**src/rtl/led_scroll_driver.sv**
```systemverilog
// Scrolling 4-digit message feeder for a 7-segment decoder: 16-entry message, 4-char window.
// Optional macro LED_SCROLL_BLANK_EN blanks the anodes on the first and last cycle of each slot.
module led_scroll_driver #(
  parameter int REFRESH_DIV = 16,
  parameter int SCROLL_DIV  = 1048576
) (
  input  logic       clk,
  input  logic       reset,
  input  logic       enable,
  input  logic       wr_en,
  input  logic [3:0] wr_addr,
  input  logic [3:0] wr_data,
  output logic [3:0] an,
  output logic [3:0] char,
  output logic [3:0] ptr
);

  localparam int RW = (REFRESH_DIV > 1) ? $clog2(REFRESH_DIV) : 1;
  localparam int SW = (SCROLL_DIV > 1) ? $clog2(SCROLL_DIV) : 1;
  localparam logic [RW-1:0] RLAST = RW'(REFRESH_DIV - 1);
  localparam logic [SW-1:0] SLAST = SW'(SCROLL_DIV - 1);

  logic [RW-1:0] rcnt_q, rcnt_d;
  logic [1:0]    slot_q, slot_d;
  logic [SW-1:0] scnt_q, scnt_d;
  logic [3:0]    ptr_q, ptr_d;
  logic [3:0]    an_q, an_d;
  logic [3:0]    char_q, char_d;
  logic [3:0]    msg_q [16];
  logic          blank;

  always_comb begin
    rcnt_d = rcnt_q + RW'(1);
    slot_d = slot_q;
    if (rcnt_q == RLAST) begin
      rcnt_d = '0;
      slot_d = slot_q + 2'd1;
    end
    scnt_d = scnt_q;
    ptr_d  = ptr_q;
    if (enable) begin
      scnt_d = scnt_q + SW'(1);
      if (scnt_q == SLAST) begin
        scnt_d = '0;
        ptr_d  = ptr_q + 4'd1;
      end
    end
  end

  // Capture reads the pre-edge message, so a same-edge write is seen only from the next slot.
  always_comb begin
    char_d = char_q;
    if (rcnt_q == '0) char_d = msg_q[ptr_q + {2'b00, slot_q}];
`ifdef LED_SCROLL_BLANK_EN
    blank = (rcnt_q == '0) || (rcnt_q == RLAST);
`else
    blank = 1'b0;
`endif
    an_d = blank ? 4'b1111 : ~(4'b1000 >> slot_q);
  end

  always_ff @(posedge clk or negedge reset) begin
    if (!reset) begin
      rcnt_q <= '0;
      slot_q <= '0;
      scnt_q <= '0;
      ptr_q  <= '0;
      an_q   <= 4'b1111;
      char_q <= 4'hD;
      for (int i = 0; i < 16; i++) msg_q[i] <= (i < 10) ? 4'(i) : 4'hD;
    end else begin
      rcnt_q <= rcnt_d;
      slot_q <= slot_d;
      scnt_q <= scnt_d;
      ptr_q  <= ptr_d;
      an_q   <= an_d;
      char_q <= char_d;
      if (wr_en) msg_q[wr_addr] <= wr_data;
    end
  end

  assign an   = an_q;
  assign char = char_q;
  assign ptr  = ptr_q;

endmodule

```
**config.mk**
```make
export PLATFORM = sky130hd
export DESIGN_NAME = led_scroll_driver
export DESIGN_NICKNAME = d
export VERILOG_FILES = /design/src/rtl/led_scroll_driver.sv
export SDC_FILE = /design/constraint.sdc
export NUM_CORES = 1
export LEC_CHECK = 0
export CORE_MARGIN = 4
export CORE_UTILIZATION = 48
export DETAILED_ROUTE_END_ITERATION = 8
export DONT_BUFFER_PORTS = 1
export GPL_TIMING_DRIVEN = 0
export HOLD_SLACK_MARGIN = 0.02
export PLACE_DENSITY = 0.69
export SYNTH_ARGS = -nofsm -noshare
export SYNTH_HDL_FRONTEND = slang
export SYNTH_SLANG_ARGS = --single-unit
```
**constraint.sdc**
```tcl
create_clock -name clk -period 4.2 [get_ports clk]
set_input_delay 0.63 -clock clk [delete_from_list [all_inputs] [get_ports clk]]
set_output_delay 0.63 -clock clk [all_outputs]
set_load 0.005 [all_outputs]
```
* Word level (Yosys, flattened, before mapping)
Index checks and enable logic that the tools add are counted.
** Word-level totals
- Output and inout bits :: 12
- ROM bits :: 0
- Latch bits :: 0
- Memory bits (writable) :: 0
- Register bits :: 102
- Memories :: 0
** Operators by class
- Multiplexer cells :: 8
- Shifts and indexed selects :: 1
- Reduce and logical (&&, ||, !) cells :: 3
- Bitwise operators :: 3
- Divide/modulo/power cells :: 0
- Equality and inequality tests :: 2
- Add/sub/neg operators :: 5
- $mul :: 0
- Magnitude comparators :: 3
** Operator list (number)
- 64-bit bitwise mux :: 1
- 20-bit by 1-bit adder with 20-bit output (second input constant) :: 1
- 20-bit equality test (second input constant) :: 1
- 20-bit two-way mux :: 1
- 4-bit binary-select mux with 4-bit select :: 1
- 4-bit demux with 4-bit select :: 1
- 4-bit two-way mux :: 4
- 5-bit >= comparator (second input constant) :: 2
- 4-bit NOT with 5-bit output :: 2
- 4-bit by 1-bit adder with 4-bit output (second input constant) :: 2
- 5-bit by 1-bit less-than comparator with 1-bit output (second input constant) :: 1
- 4-bit by 2-bit adder with 4-bit output :: 1
- 4-bit equality test (second input constant) :: 1
- 4-bit logical NOT :: 1
- 4-bit NOT :: 1
- 4-bit by 2-bit >> shifter with 4-bit output (first input constant) :: 1
- 2-bit by 1-bit adder with 2-bit output (second input constant) :: 1
- 2-bit AND reduction :: 1
- 1-bit logical AND :: 1

* Depth between registers and ports, before layout
Gate-level depths: netlist of the first run.
- Depth in word-level cells :: 6
- Mapped depth :: 8

* Worst setup path after synthesis of the first run
Ideal clock, no wire load.
- Path type :: reg-to-reg
- From :: register ptr_q[0] (netlist: ptr[0])
- To :: register char_q[1] (netlist: char[1])
- Data arrival time :: 2.357 ns
- Setup slack :: 1.722 ns
- Buffers on the path :: 2
- Stages on the path, launching flop included :: 9
- Library setup time :: 0.121 ns
- Cell sequence :: dfrtp_1 > ha_1 > fa_1 > buf_6 > buf_6 > mux4_1 > mux2i_1 > a21oi_1 > a22o_1
** On the way
- Word-level cells in the longest chain between the ends :: 5
** RTL lines
- from (decl) :: RTL line 26 : logic [3:0] ptr_q, ptr_d;
- from (signal assigned) :: RTL line 75 : ptr_q <= ptr_d;
- 4-bit by 2-bit adder with 4-bit output :: RTL line 53 : if (rcnt_q == '0) char_d = msg_q[ptr_q + {2'b00, slot_q}];
- 4-bit NOT with 5-bit output (not written as such) :: RTL line 53
- 4-bit binary-select mux with 4-bit select :: RTL line 53
- 4-bit two-way mux (not written as such) (2 in series) :: RTL line 53
- to (signal assigned) :: RTL line 77 : char_q <= char_d;
- to (decl) :: RTL line 28 : logic [3:0] char_q, char_d;
Every way passes these cells. The select of a mux whose other input is x is not followed.
A chain may end at the register's enable or synchronous reset.

* Final worst setup path of the first run
- From :: register ptr_q[0] (netlist: ptr[0])
- To :: register char_q[3] (netlist: char[3])
The elaborated chain is that of the path after synthesis.

==> results.sh, run 1 <==
export IMPL_cp_data_arrival_time_ns=3.12
export IMPL_antenna_cells=0
export IMPL_vias_per_cell=5.50
export IMPL_slew_headroom=0.487
export IMPL_crit_fanout=10
export IMPL_area_growth_pct=7.60
export IMPL_grt_pass1_vias=2884
export IMPL_coreArea_mm2=0.00986
export IMPL_rsz0062_at_grt="false"
export IMPL_cp_required_ns=4.51
export IMPL_fin_crit_ns=2.82
export IMPL_dr_pass1_iters=4
export IMPL_synthesis_nets=378
export IMPL_fin_util=0.534
export IMPL_clockRootBuffer="clkbuf_8"
export IMPL_io_buffers=0
export IMPL_num_vias=2777
export IMPL_cts_tree="built"
export IMPL_ctsHtreeMaxLevel=3
export IMPL_nets=390
export IMPL_mostFrequentLayoutCells="mux2_2, dfrtp_1, dfstp_2, nor2_1, nand2_1"
export IMPL_drive_gt1_frac=0.374
export IMPL_path_class="flop to flop"
export IMPL_clock_skew_final_ns=0.00780
export IMPL_rows=36
export IMPL_synth_main_ff_cell="dfrtp_1"
export IMPL_grt_pass1_wl_mm=15.5
export IMPL_ioPinCount=24
export IMPL_grt_use_met3=0.0438
export IMPL_initial_core_util=0.496
export IMPL_grt_util_met2=0.282
export IMPL_clock_sinks=102
export IMPL_fp_dieH_um=109
export IMPL_fin_setup_tns_ns=0
export IMPL_grt_met1_usage=0.234
export IMPL_drv_slew=0
export IMPL_gp_congestion=0.767
export IMPL_drcViolationCount=0
export IMPL_critPathCaptureType="flop"
export IMPL_final_common_cell="mux2_2"
export IMPL_yosysSeqAreaShare=0.532
export IMPL_path_clk_slew_ns=0.09
export IMPL_routed_wl_mm=9.35
export IMPL_p_leak_nw=2.28
export IMPL_power_density_mw_per_mm2=423
export IMPL_die_area_mm2=0.0119
export IMPL_cts_buffers=9
export IMPL_synth_edff_count=0
export IMPL_maxCapViolations=0
export IMPL_grt_remaining_overflow=0
export IMPL_hold_worst_slack_ns=0.100
export IMPL_postCtsSetupBuffers=0
export IMPL_start_kind="flop"
export IMPL_clkLatencyLatePin_ns=0.37
export IMPL_antenna_found_initial=0
export IMPL_dp_hpwl_mm=6.32
export IMPL_cts_resized=0
export IMPL_worstHoldPathType="input pin to async pin"
export IMPL_worst_slew_pin_slew_ns=0.764
export IMPL_first_iter_violations=155
export IMPL_grt_start_max_net_pins=63
export IMPL_setup_ws_ns=1.38
export IMPL_netlist_area_mm2=0.00489
export IMPL_chipWidth_um=109
export IMPL_ir_worst_vdd_uv=206
export IMPL_pre_cts_ws_ns=1.40
export IMPL_synth_cell_types=45
export IMPL_clk_path_buf_depth=2
export IMPL_dp_cells=488
export IMPL_grt_busiest_layer="met2"
export IMPL_ys_seq_elements=102
export IMPL_finalSetupViolCount=0
export IMPL_r2r_slack_ns=1.38
export IMPL_fmax_mhz=355
export IMPL_async_flop_share=1.00
export IMPL_finalCritPeriodShare=0.671
export IMPL_syn_instance_count=355
export IMPL_grt_usage=0.173
export IMPL_syn_area_per_cell_um2=13.8
export IMPL_wire_per_inst_um=18.5
export IMPL_hold_violations=0
export IMPL_fin_cells=505
export IMPL_yosysWarnings=0
export IMPL_ant_nets=0
export IMPL_postCtsHoldBufs=1
export IMPL_status="finished, final reports clean"
## flip-flops by register name, summed over array words and instances (netlist names)
name / count
scnt_q: 20
rcnt_q: 4
an: 4
ptr: 4
char: 4
msg_q: 64
slot_q: 2
## synth_stat cells, types with 4 or more instances
master / n / share of area
mux2_2: 66 / 0.15
nand2_1: 18 / 0.014
mux4_1: 10 / 0.054
nor2b_1: 4 / 0.0051
nand4_1: 7 / 0.0090
o21ai_0: 5 / 0.0051
clkbuf_1: 4 / 0.0031
mux2i_1: 5 / 0.010
nor2_1: 24 / 0.018
and3_1: 4 / 0.0051
dfstp_2: 40 / 0.21
mux4_2: 5 / 0.023
a21oi_1: 5 / 0.0051
xnor2_1: 12 / 0.021
nand3_1: 8 / 0.0082
dfrtp_1: 62 / 0.32
xor2_1: 9 / 0.016
nand2b_1: 5 / 0.0064
inv_1: 13 / 0.010
ha_1: 10 / 0.026
## layer usage
metal | routed length, um | vias up
met4 | 67 | 0
met1 | 4430 | 1442
met2 | 4620 | 26
met5 | 0 | -
li1 | - | 1302
met3 | 240 | 7
## through the flow
step,area [um^2],power (mW)
6_report,5260,2.23
5_1_grt,5260,2.34
4_1_cts,5260,2.25
3_5_place_dp,5060,1.66
3_3_place_gp,5060,1.63
2_1_floorplan,4890,1.58
## power by group
group / switching (mW) / internal [mW] / total, mW
Clock: 0.340 / 0.235 / 0.574
Combinational: 0.116 / 0.209 / 0.325
Sequential: 0.112 / 1.22 / 1.33
Total: 0.568 / 1.66 / 2.23
## area by class of cell
cell class | instances | area [um^2]
inverter | 13 | 48.8
clock inverter | 4 | 32.5
tap | 133 | 166
clock buffer | 12 | 145
buffer | 10 | 66.3
timing repair buffer | 1 | 27.5
sequential | 102 | 2600
fill | 814 | 4600
multi-input combinational | 230 | 2170
## worst paths after layout
kind,start,endpoint,cells past startpoint
min in group clk,wr_data[3],msg_q[7]$_DFFE_PN1P_,1
worst min register to register,rcnt_q[0]$_DFF_PN0_,rcnt_q[0]$_DFF_PN0_,1
max in group asynchronous,reset,rcnt_q[0]$_DFF_PN0_,1
worst max-delay path,ptr[0]$_DFFE_PN0P_,char[3]$_DFFE_PN1N_,8
worst min-delay path,reset,an[1]$_DFF_PN1_,0
worst max register to register,ptr[0]$_DFFE_PN0P_,char[3]$_DFFE_PN1N_,8
## cells by family (layout without fill, tap and decap cells)
group                    count (synthesis)  after routing  share of synthesized area
AO/OA/AOI/OAI                           22             22                     0.0307
XOR/XNOR                                22             22                     0.0432
adder cells (fa/ha/maj)                 11             11                     0.0297
buffers and inverters                   23             40                     0.0235
flip-flops                             102            102                      0.532
multiplexers                            86             86                      0.239
AND/OR/NAND/NOR                         89             89                      0.102
## critical path: stages (launching register included)
cell and delay, ns:
dfrtp_1 0.47, ha_1 0.26, fa_1 0.51, buf_6 0.16, buf_6 0.18, mux4_1 0.61
mux2i_1 0.23, a21oi_1 0.10, a22o_1 0.22
Note: power is estimated with default switching activity, not from simulation.
==> run 2, diff against run 1 <==
Settings changed: ABC_AREA from default to 1, PLACE_DENSITY 0.69 to 0.71.
Clock period 4.2 ns to 2.5 ns, I/O delays scaled along.
==> results.sh, run 2 <==
export IMPL_status="finished with violations"
export IMPL_violations="hold timing"
export IMPL_yosysWarnings=0
export IMPL_clk_path_buf_depth=2
export IMPL_synthesis_nets=661
export IMPL_grt_start_max_net_pins=103
export IMPL_crit_slowest_cell="fa_1"
export IMPL_synth_top_cell_area_share=0.304
export IMPL_synthTopCellsByArea="dfrtp_1, dfstp_2, nand2_1"
export IMPL_n_fill_cell=983
export IMPL_regMostFlops="msg_q"
export IMPL_fp_dieH_um=111
export IMPL_power_switching_mw=1.03
export IMPL_path_clk_slew_ns=0.10
export IMPL_r2r_start="ptr[0]$_DFFE_PN0P_"
export IMPL_clock_skew_final_ns=0.0110
export IMPL_wire_per_inst_um=13.6
export IMPL_maxCapViolations=0
export IMPL_initial_core_util=0.495
export IMPL_rows=37
export IMPL_critPathCaptureType="flop"
export IMPL_cts_buffers=9
export IMPL_crit_fanout=10
export IMPL_ys_top_cells_by_count="nand2_1, inv_1, dfrtp_1"
export IMPL_power_switching_share=0.279
export IMPL_coreArea_mm2=0.0103
export IMPL_ys_seq_elements=102
export IMPL_finalSetupViolCount=0
export IMPL_routed_wl_mm=10.7
export IMPL_gp_congestion=0.869
export IMPL_first_iter_violations=419
export IMPL_syn_area_per_cell_um2=8.00
export IMPL_ctsHtreeMaxLevel=3
export IMPL_rsz0062_at_grt="false"
export IMPL_nets=671
export IMPL_drive_gt1_frac=0.138
export IMPL_drv_slew=0
export IMPL_ir_worst_vdd_uv=273
export IMPL_p_clk_frac=0.272
export IMPL_clock_sinks=102
export IMPL_grt_pass1_wl_mm=18.6
export IMPL_fmax_mhz=430
export IMPL_startpoint="ptr[0]$_DFFE_PN0P_"
export IMPL_grt_pass1_vias=3855
export IMPL_timing_rr_end="char[0]$_DFFE_PN1N_"
export IMPL_slowest_delay_ns=0.67
export IMPL_dp_hpwl_mm=7.55
export IMPL_clkLatencyLatePin_ns=0.37
export IMPL_grt_remaining_overflow=0
export IMPL_synth_largest_area_cell="dfrtp_1"
export IMPL_pre_cts_ws_ns=0.0332
export IMPL_yosysSeqAreaShare=0.510
export IMPL_worstHoldPathType="input pin to async pin"
export IMPL_synth_cell_types=29
export IMPL_hold_worst_slack_ns=-0.310
export IMPL_die_area_mm2=0.0124
export IMPL_start_kind="flop"
export IMPL_hold_violations=102
export IMPL_p_int_mw=2.67
export IMPL_io_buffers=0
export IMPL_path_class="flop to flop"
export IMPL_async_flop_share=1.00
export IMPL_synth_edff_count=0
export IMPL_post_synth_top_count_cell="nand2_1"
export IMPL_worst_path_stages=9
export IMPL_synth_main_ff_cell="dfrtp_1"
export IMPL_finalCritPeriodShare=0.931
export IMPL_final_common_cell="nand2_1"
export IMPL_mostFrequentLayoutCells="nand2_1, inv_1, dfrtp_1, o21ai_0, nand3_1"
export IMPL_regArea_mm2=0.00260
export IMPL_setup_ws_ns=0.173
export IMPL_cts_tree="built"
export IMPL_area_growth_pct=7.11
export IMPL_syn_instance_count=638
export IMPL_critical_path_top_delay_family="adder cells"
export IMPL_vias_per_cell=5.04
export IMPL_top_regs="msg_q x64, scnt_q x20"
export IMPL_largest_reg_flops=64
export IMPL_netlist_area_mm2=0.00511
export IMPL_ant_nets=0
export IMPL_antenna_cells=0
export IMPL_dr_pass1_iters=5
export IMPL_crit_end="char[0]$_DFFE_PN1N_"
export IMPL_p_comb_frac=0.137
export IMPL_num_vias=3978
export IMPL_chipWidth_um=111
export IMPL_antenna_found_initial=0
export IMPL_drcViolationCount=0
export IMPL_fin_setup_tns_ns=0
export IMPL_pwr_share_seq=0.591
export IMPL_r2r_cells=9
export IMPL_path_buf_inv=1
export IMPL_finalPower_mw=3.70
export IMPL_ioPinCount=24
export IMPL_multiInputGateArea_mm2=0.00217
export IMPL_cp_required_ns=2.82
export IMPL_power_density_mw_per_mm2=676
export IMPL_grt_usage=0.184
export IMPL_fin_crit_ns=2.33
export IMPL_worst_slew_pin_slew_ns=0.696
export IMPL_cp_data_arrival_time_ns=2.65
export IMPL_slew_headroom=0.533
export IMPL_r2r_slack_ns=0.17
export IMPL_clockRootBuffer="clkbuf_8"
export IMPL_p_leak_nw=2.76
export IMPL_path_cells="ha_1 -> fa_1 -> clkbuf_2 -> nand3_1 -> nand3_1 -> nand3_1 -> nand2_1 -> nand2_1 -> nand2_1"
## run 2: logic make-up (layout without fill, tap and decap cells)
family | Yosys count | after routing | share of synthesized area
AND/OR/NAND/NOR | 351 | 351 | 0.293
flip-flops | 102 | 102 | 0.510
buffers and inverters | 84 | 99 | 0.0649
AO/OA/AOI/OAI | 73 | 73 | 0.0716
adder cells (fa/ha/maj) | 11 | 11 | 0.0284
XOR/XNOR | 17 | 17 | 0.0321
## run 2: per-layer routing
layer	vias up	track usage	part of all wire
met2	70	0.297	0.48
met5	-	0	0
met3	11	0.0382	0.041
li1	2009	-	-
met4	0	0.0616	0.013
met1	1888	0.248	0.47
## run 2: worst min path at each step
| stage | from | slack (ns) | to |
|---|---|---|---|
| after floorplan | reset | 0.08 | char[1]$_DFFE_PN0N_ |
| after global placement | reset | 0.08 | msg_q[21]$_DFFE_PN0P_ |
| after detailed placement | reset | 0.08 | msg_q[21]$_DFFE_PN0P_ |
| after CTS | reset | -0.33 | char[1]$_DFFE_PN0N_ |
| after global routing | reset | -0.34 | ptr[3]$_DFFE_PN0P_ |
| final | reset | -0.31 | msg_q[26]$_DFFE_PN0P_ |
## run 2: cell type report
type | instances | area share
Inverter | 70 | 0.0483
Buffer | 13 | 0.0119
Multi-Input combinational cell | 452 | 0.397
Sequential cell | 102 | 0.476
Clock buffer | 12 | 0.0302
Tap cell | 136 | 0.0311
Clock inverter | 4 | 0.00549
## run 2: power by group through the flow
stage	Clock, mW	Combinational [mW]	Sequential (mW)
2_1_floorplan	0	0.416	2.16
3_3_place_gp	0	0.489	2.20
3_5_place_dp	0	0.508	2.21
4_1_cts	1.03	0.511	2.18
5_1_grt	1.11	0.601	2.23
6_report	1.01	0.509	2.18
## run 2: stage by stage
stage	instances	area (um^2)	hold slack, ns	util
floorplan	638	5110	0.0794	-
global placement	774	5280	0.0831	0.511
detailed placement	774	5280	0.0826	0.511
CTS	789	5470	-0.327	0.530
global route	789	5470	-0.344	0.530
finish	789	5470	-0.310	0.530
## run 2: repair_timing
item,in CTS,in global routing
hold endpoints to repair,102,102
setup buffers,0,0
setup endpoints to repair,1,4
resized for setup,0,2
==> run 3, diff against run 2 <==
Settings changed: CORE_UTILIZATION 48 to 55, PLACE_DENSITY 0.71 to 0.79.
==> results.sh, run 3 (synthesis results as in run 2) <==
export IMPL_maxCapViolations=0
export IMPL_mostFrequentLayoutCells="nand2_1, inv_1, dfrtp_1, o21ai_0, nand3_1"
export IMPL_num_vias=4070
export IMPL_fp_dieH_um=104
export IMPL_finalSetupViolCount=0
export IMPL_drive_gt1_frac=0.135
export IMPL_cts_tree="built"
export IMPL_grt_start_max_net_pins=103
export IMPL_cp_data_arrival_time_ns=2.67
export IMPL_cts_buffers=9
export IMPL_crit_fanout=10
export IMPL_clk_path_buf_depth=2
export IMPL_grt_pass1_wl_mm=18.9
export IMPL_power_density_mw_per_mm2=686
export IMPL_largest_reg_flops=64
export IMPL_fin_crit_ns=2.40
export IMPL_cpMostUsedCell="nand2_1"
export IMPL_clkLatencyLatePin_ns=0.38
export IMPL_gp_congestion=0.933
export IMPL_worst_slew_pin_slew_ns=0.602
export IMPL_chipWidth_um=104
export IMPL_vias_per_cell=5.34
export IMPL_path_cells="ha_1 -> fa_1 -> inv_2 -> clkbuf_2 -> nand2_1 -> nand3_1 -> nand3_1 -> nand2_1 -> nand2_1 -> nand2_1"
export IMPL_grt_remaining_overflow=0
export IMPL_slowest_delay_ns=0.69
export IMPL_top_regs="msg_q x64, scnt_q x20"
export IMPL_regMostFlops="msg_q"
export IMPL_crit_slowest_cell="fa_1"
export IMPL_fmax_mhz=417
export IMPL_violations="hold timing"
export IMPL_ctsHtreeMaxLevel=3
export IMPL_area_growth_pct=6.27
export IMPL_first_iter_violations=307
export IMPL_worstHoldPathType="input pin to async pin"
export IMPL_dp_cells=746
export IMPL_fin_cells=762
export IMPL_die_area_mm2=0.0109
export IMPL_clock_sinks=102
export IMPL_drcViolationCount=0
export IMPL_worst_path_stages=10
export IMPL_grt_pass1_vias=4016
export IMPL_cp_required_ns=2.77
export IMPL_ant_nets=0
export IMPL_path_clk_slew_ns=0.09
export IMPL_rows=34
export IMPL_coreArea_mm2=0.00889
export IMPL_grt_usage=0.213
export IMPL_start_kind="flop"
export IMPL_clock_skew_final_ns=0.00732
export IMPL_finalCritPeriodShare=0.958
export IMPL_critical_path_top_delay_family="adder cells"
export IMPL_ir_worst_vdd_uv=441
export IMPL_antenna_found_initial=0
export IMPL_r2r_cells=10
export IMPL_dp_hpwl_mm=7.59
export IMPL_wire_per_inst_um=14.2
export IMPL_path_buf_inv=2
export IMPL_antenna_cells=0
export IMPL_io_buffers=0
export IMPL_initial_core_util=0.574
export IMPL_fin_setup_tns_ns=0
export IMPL_drv_slew=0
export IMPL_nets=672
export IMPL_hold_violations=102
export IMPL_routed_wl_mm=10.8
export IMPL_critPathCaptureType="flop"
export IMPL_hold_worst_slack_ns=-0.312
export IMPL_slew_headroom=0.599
export IMPL_p_leak_nw=2.76
export IMPL_path_class="flop to flop"
export IMPL_status="finished with violations"
export IMPL_ioPinCount=24
export IMPL_final_common_cell="nand2_1"
export IMPL_dr_pass1_iters=6
export IMPL_clockRootBuffer="clkbuf_8"
==> run 3: worst paths after layout <==
path | from | endpoint | slack (ns)
max | ptr[0]$_DFFE_PN0P_ | char[1]$_DFFE_PN0N_ | 0.10
min | reset | msg_q[17]$_DFFE_PN0P_ | -0.31
max in group asynchronous | reset | msg_q[49]$_DFFE_PN1P_ | 2.59
max reg2reg | ptr[0]$_DFFE_PN0P_ | char[1]$_DFFE_PN0N_ | 0.10
min in group clk | enable | scnt_q[0]$_DFFE_PN0P_ | 0.09
min reg2reg | char[3]$_DFFE_PN1N_ | char[3]$_DFFE_PN1N_ | 0.49
==> run 3: layout make-up <==
type / count / area [um^2]
Multi-Input combinational cell: 452 / 2170
Inverter: 70 / 264
Sequential cell: 102 / 2600
Tap cell: 108 / 135
Fill cell: 789 / 3460
Clock buffer: 12 / 135
Clock inverter: 4 / 47.5
Buffer: 14 / 70.1
==> run 3: worst reg2reg max path, stage by stage (launching register included) <==
cell      delay [ns]
dfrtp_1         0.47
ha_1            0.26
fa_1            0.69
inv_2           0.16
clkbuf_2        0.24
nand2_1         0.11
nand3_1         0.10
nand3_1         0.11
nand2_1         0.06
nand2_1         0.06
nand2_1         0.04
==> run 3: what timing repair did <==
item | in CTS | in global routing
endpoints found under the setup margin | 0 | 4
setup buffers | 0 | 0
hold endpoints to repair | 102 | 102
resized for setup | 0 | 4
==> run 3: report_power, final <==
| part | internal (mW) | switching (mW) | leakage [nW] | total [mW] |
|---|---|---|---|---|
| combinational | 0.215 | 0.300 | 1.47 | 0.516 |
| sequential | 2.00 | 0.184 | 1.20 | 2.19 |
| clock | 0.461 | 0.557 | 0.0904 | 1.02 |
==> run 3: metal layers <==
metal  vias to the layer above  routed length (um)  track usage  share of wire
met5                         -                   0            0              0
met4                         0                 223       0.0788          0.021
met3                        22                 644       0.0490          0.059
met2                       121                5050        0.339           0.47
met1                      1913                4920        0.285           0.45
li1                       2014                   -            -              -
==> run 3: per-stage QoR <==
step | hold slack, ns | setup slack [ns] | util | area (um^2) | total power, mW
2_1_floorplan | 0.0794 | 0.496 | - | 5110 | 2.58
3_3_place_gp | 0.0837 | 0.0999 | 0.590 | 5240 | 2.69
3_5_place_dp | 0.0830 | 0.0519 | 0.590 | 5240 | 2.73
4_1_cts | -0.327 | 0.0181 | 0.610 | 5420 | 3.74
5_1_grt | -0.342 | -0.00849 | 0.610 | 5430 | 3.94
6_report | -0.312 | 0.104 | 0.610 | 5430 | 3.72
